===== config.mk =====
export PLATFORM = sky130hd
export DESIGN_NAME = vr_fifo
export DESIGN_NICKNAME = d
export VERILOG_FILES = /design/src/rtl/vr_fifo.sv
export SDC_FILE = /design/constraint.sdc
export NUM_CORES = 1
export LEC_CHECK = 0
export BUFFER_PORTS_ARGS = -buffer_cell sky130_fd_sc_hd__buf_2
export CORE_ASPECT_RATIO = 2
export CORE_UTILIZATION = 33
export DETAILED_ROUTE_END_ITERATION = 6
export HOLD_SLACK_MARGIN = 0.12
export RECOVER_POWER = 50
export SLEW_MARGIN = 40
export SYNTH_ARGS = -nofsm -noshare
export SYNTH_HDL_FRONTEND = slang
export SYNTH_SLANG_ARGS = --single-unit

===== constraint.sdc =====
create_clock -name clk -period 3.2 [get_ports clk]
set_clock_uncertainty 0.05 [all_clocks]
set_input_delay 0 -clock clk [delete_from_list [all_inputs] [get_ports clk]]
set_output_delay 0 -clock clk [all_outputs]
set_load 0.02 [all_outputs]

===== src/rtl/vr_fifo.sv =====
// vr_fifo: valid/ready FIFO absorbing rate mismatch between a source and a sink
// ports: clk, reset (sync, active-high); s_valid/s_ready/s_data upstream;
//        m_valid/m_ready/m_data downstream; count = occupancy 0..DEPTH
module vr_fifo #(
   parameter int DATA_W = 8,
   parameter int DEPTH = 4,
   localparam int CNT_W = $clog2(DEPTH) + 1
) (
   input  logic              clk,
   input  logic              reset,
   input  logic              s_valid,
   output logic              s_ready,
   input  logic [DATA_W-1:0] s_data,
   output logic              m_valid,
   input  logic              m_ready,
   output logic [DATA_W-1:0] m_data,
   output logic [CNT_W-1:0]  count
);
   localparam int AW = $clog2(DEPTH);
   logic [DATA_W-1:0] mem [DEPTH];
   logic [AW-1:0] wr_ptr, rd_ptr;
   logic in_reset, push, pop;
   // in_reset keeps s_ready low through the first posedge after reset release
   assign s_ready = (count != CNT_W'(DEPTH)) && !in_reset;
   assign m_valid = count != '0;
   assign m_data = mem[rd_ptr];
   assign push = s_valid && s_ready;
   assign pop = m_valid && m_ready;
   always_ff @(posedge clk) begin
      if (reset) begin
         wr_ptr <= '0;
         rd_ptr <= '0;
         count <= '0;
         in_reset <= 1'b1;
      end else begin
         in_reset <= 1'b0;
         wr_ptr <= wr_ptr + AW'(push);
         rd_ptr <= rd_ptr + AW'(pop);
         count <= count + CNT_W'(push) - CNT_W'(pop);
      end
   end
   // storage is deliberately unreset; a write during reset is harmless as pointers clear
   always_ff @(posedge clk)
      if (push) mem[wr_ptr] <= s_data;
endmodule


==> qor.yml <==
grt-ovfl-total: 0
grt_util_all_layers_pct: 11.6
cts_root_buf: "clkbuf_8"
period_share_pct: 71.0
critPathTopFamily: "simple AND/OR/NAND/NOR gates"
reg2regPathDepth: 9
pin_count: 25
cts_buffers: 5
ys_ff_latch: 40
fin_cells: 177
whs_ps: 380
cpPeakStageDelay_ps: 410
fmax_mhz: 440
htree_levels: 2
drtPass1Iterations: 4
cp_cell_sequence: "or3b_1 > nand2_1 > inv_2 > xnor2_1 > ha_1 > fa_1 > xnor2_1 > xnor2_1 > nor2_1"
intPower_mw: 1.06
initial_utilization_pct: 35.0
worst_pin_slew_ps: 641
via_per_inst: 4.66
cts_tree: "done"
final_nets: 137
pre_cts_ws_ps: 982
pwr-share-seq_pct: 45.5
r2r_end: "count[2]$_SDFF_PP0_"
antenna_left: 0
synth.net_count: 95
arrival_ps: 2380
clk_latency_ps: 280
post_drt_wl_per_cell_um: 14.1
grt_pass1_vias: 892
final_core_util_pct: 44.1
syn_area_um2: 1530
synthCells: 80
peakVddDrop_v: 0.000683
dieArea_um2: 4940
setup.worst_path.start_class: "flip-flop"
finalSetupTns_ps: 0
layout_commonest_cell: "edfxtp_1"
numPortBuffers: 24
antenna_found_initial: 0
synth_cell_types: 22
ys_seq_area_share_pct: 73.1
yosys_warnings: 0
status: "completed"
drc: 0
min_path_type: "input port to flip-flop"
mostFrequentLayoutCells: "edfxtp_1 (32), clkbuf_1 (15), dlygate4sd3_1 (10), buf_2 (10)"
power_frac_comb_pct: 25.0
pwr-share-clk_pct: 29.5
cp-end-kind: "flip-flop"
p_leak_nw: 0.664
die_w_um: 50.2
diodes: 0
maxCapViolCount: 0
cpMaxStageDelayCell: "dfxtp_1"
grt_max_degree: 13
p_sw_mw: 0.414
crit_required_ps: 3310
finalCriticalPeriod_ps: 2270
finalSetupViolCount: 0
rr_startpoint: "count[2]$_SDFF_PP0_"
rsz0062_at_grt: "false"
rows: 34
syn_avg_cell_area_um2: 19.2
core_area_um2: 4380
area_growth_pct: 26.2
clock_sink_count: 40
clockBufferDepth: 2
hpwl_mm: 1.80
cts_resized: 0
powerDensity_nw_per_um2: 763
die_h_um: 98.4
worst-path-max-fanout: 6
drtIter0Drc: 14
setup_slack_ps: 928
drv_slew: 0
crit_path_end: "count[2]$_SDFF_PP0_"
clkTransAtPathRegs_ps: 70
p_sw_share_pct: 28.0
vias: 825
worstSetupStartpoint: "count[2]$_SDFF_PP0_"
worst-r2r-setup-slack_ps: 930
path_buf_inv: 1
routed_wl_mm: 2.50
cp_num_cells: 9
n_fill_cell: 391
cts_setup_buffers: 0
slew_headroom_pct: 57.2
path_class: "flip-flop to flip-flop"
grt_pass1_wl_mm: 4.09
hold_violations: 0
crit_path_frequent_cell: "xnor2_1"
dpl.cell_count: 159
gp_congestion: 0.725
drive_gt1_share_pct: 23.6
## worst min path at each step
stage,from,to,slack (ps),cells past startpoint
4_1_cts,s_valid,wr_ptr[0]$_SDFF_PP0_,350,6
2_1_floorplan,reset,in_reset$_DFF_P_,-20,0
5_1_grt,s_valid,wr_ptr[0]$_SDFF_PP0_,480,6
3_3_place_gp,s_data[7],mem[1][7]$_DFFE_PP_,160,1
3_5_place_dp,s_data[2],mem[3][2]$_DFFE_PP_,170,1
6_report,s_valid,wr_ptr[0]$_SDFF_PP0_,380,6
## cells in the mapped netlist
master | number | share of area, %
o31ai_1 | 1 | 0.49
fa_1 | 1 | 1.3
nor2_1 | 4 | 0.98
mux4_2 | 8 | 12
nor2b_1 | 5 | 2.0
or3_1 | 1 | 0.41
buf_4 | 1 | 0.49
xor2_1 | 2 | 1.1
ha_1 | 2 | 1.6
inv_1 | 1 | 0.24
edfxtp_1 | 32 | 63
nand2_2 | 1 | 0.41
nand3_1 | 1 | 0.33
o311ai_0 | 1 | 0.57
clkbuf_1 | 1 | 0.24
inv_2 | 1 | 0.24
and3_1 | 1 | 0.41
dfxtp_1 | 8 | 10
nor3b_1 | 2 | 0.98
xnor2_1 | 4 | 2.3
or3b_1 | 1 | 0.57
nor3_1 | 1 | 0.33
## power groups by stage
stage | logic [mW] | registers [mW] | clock network (mW)
after global routing | 0.405 | 0.684 | 0.461
final | 0.368 | 0.672 | 0.435
after CTS | 0.388 | 0.676 | 0.444
after global placement | 0.374 | 0.685 | 0
after detailed placement | 0.378 | 0.688 | 0
after floorplan | 0.291 | 0.663 | 0
## cell families after synthesis
group | after synthesis | share of synthesized area, %
compound gates | 2 | 1.06
xor+xnor | 6 | 3.43
fa+ha+maj | 3 | 2.94
buf+inv | 4 | 1.22
flops | 40 | 73.1
mux | 8 | 11.8
simple gates | 17 | 6.45
## registers in the layout, indices dropped and copies added (netlist names)
| register | flops |
|---|---|
| count | 3 |
| rd_ptr | 2 |
| mem | 32 |
| in_reset | 1 |
| wr_ptr | 2 |
## layer usage
metal	vias to the layer above	track usage, %	share of wire [%]
met5	-	0	0
met4	0	6.59	2.6
met3	5	1.87	2.6
met2	21	21.7	59
met1	410	11.2	36
li1	389	-	-
## area by class of cell
type                       count  area [um^2]  share of cell area (%)
clock inverter                 1         30.0                    1.55
multi-input combinational     36          390                    20.2
timing repair buffer          37          221                    11.4
clock buffer                   7         96.3                    4.98
tap                           54         67.6                    3.49
inverter                       2         7.51                   0.388
sequential                    40         1120                    58.0
## repair_timing
item                                   CTS  global route
endpoints found under the hold margin   40             0
hold buffers                            10             0
setup endpoints to repair                0             0
## tightest hold or removal path: stages
cell	delay, ps
buf_2	70
nor2b_1	140
nand2_1	150
inv_2	100
ha_1	110
nor2b_1	110
## through the flow
stage | power (mW) | area, um^2
detailed placement | 1.07 | 1730
global route | 1.55 | 1930
CTS | 1.51 | 1960
finish | 1.48 | 1930
floorplan | 0.953 | 1530
global placement | 1.06 | 1730
No activity file was read; power rests on OpenSTA's default activity.
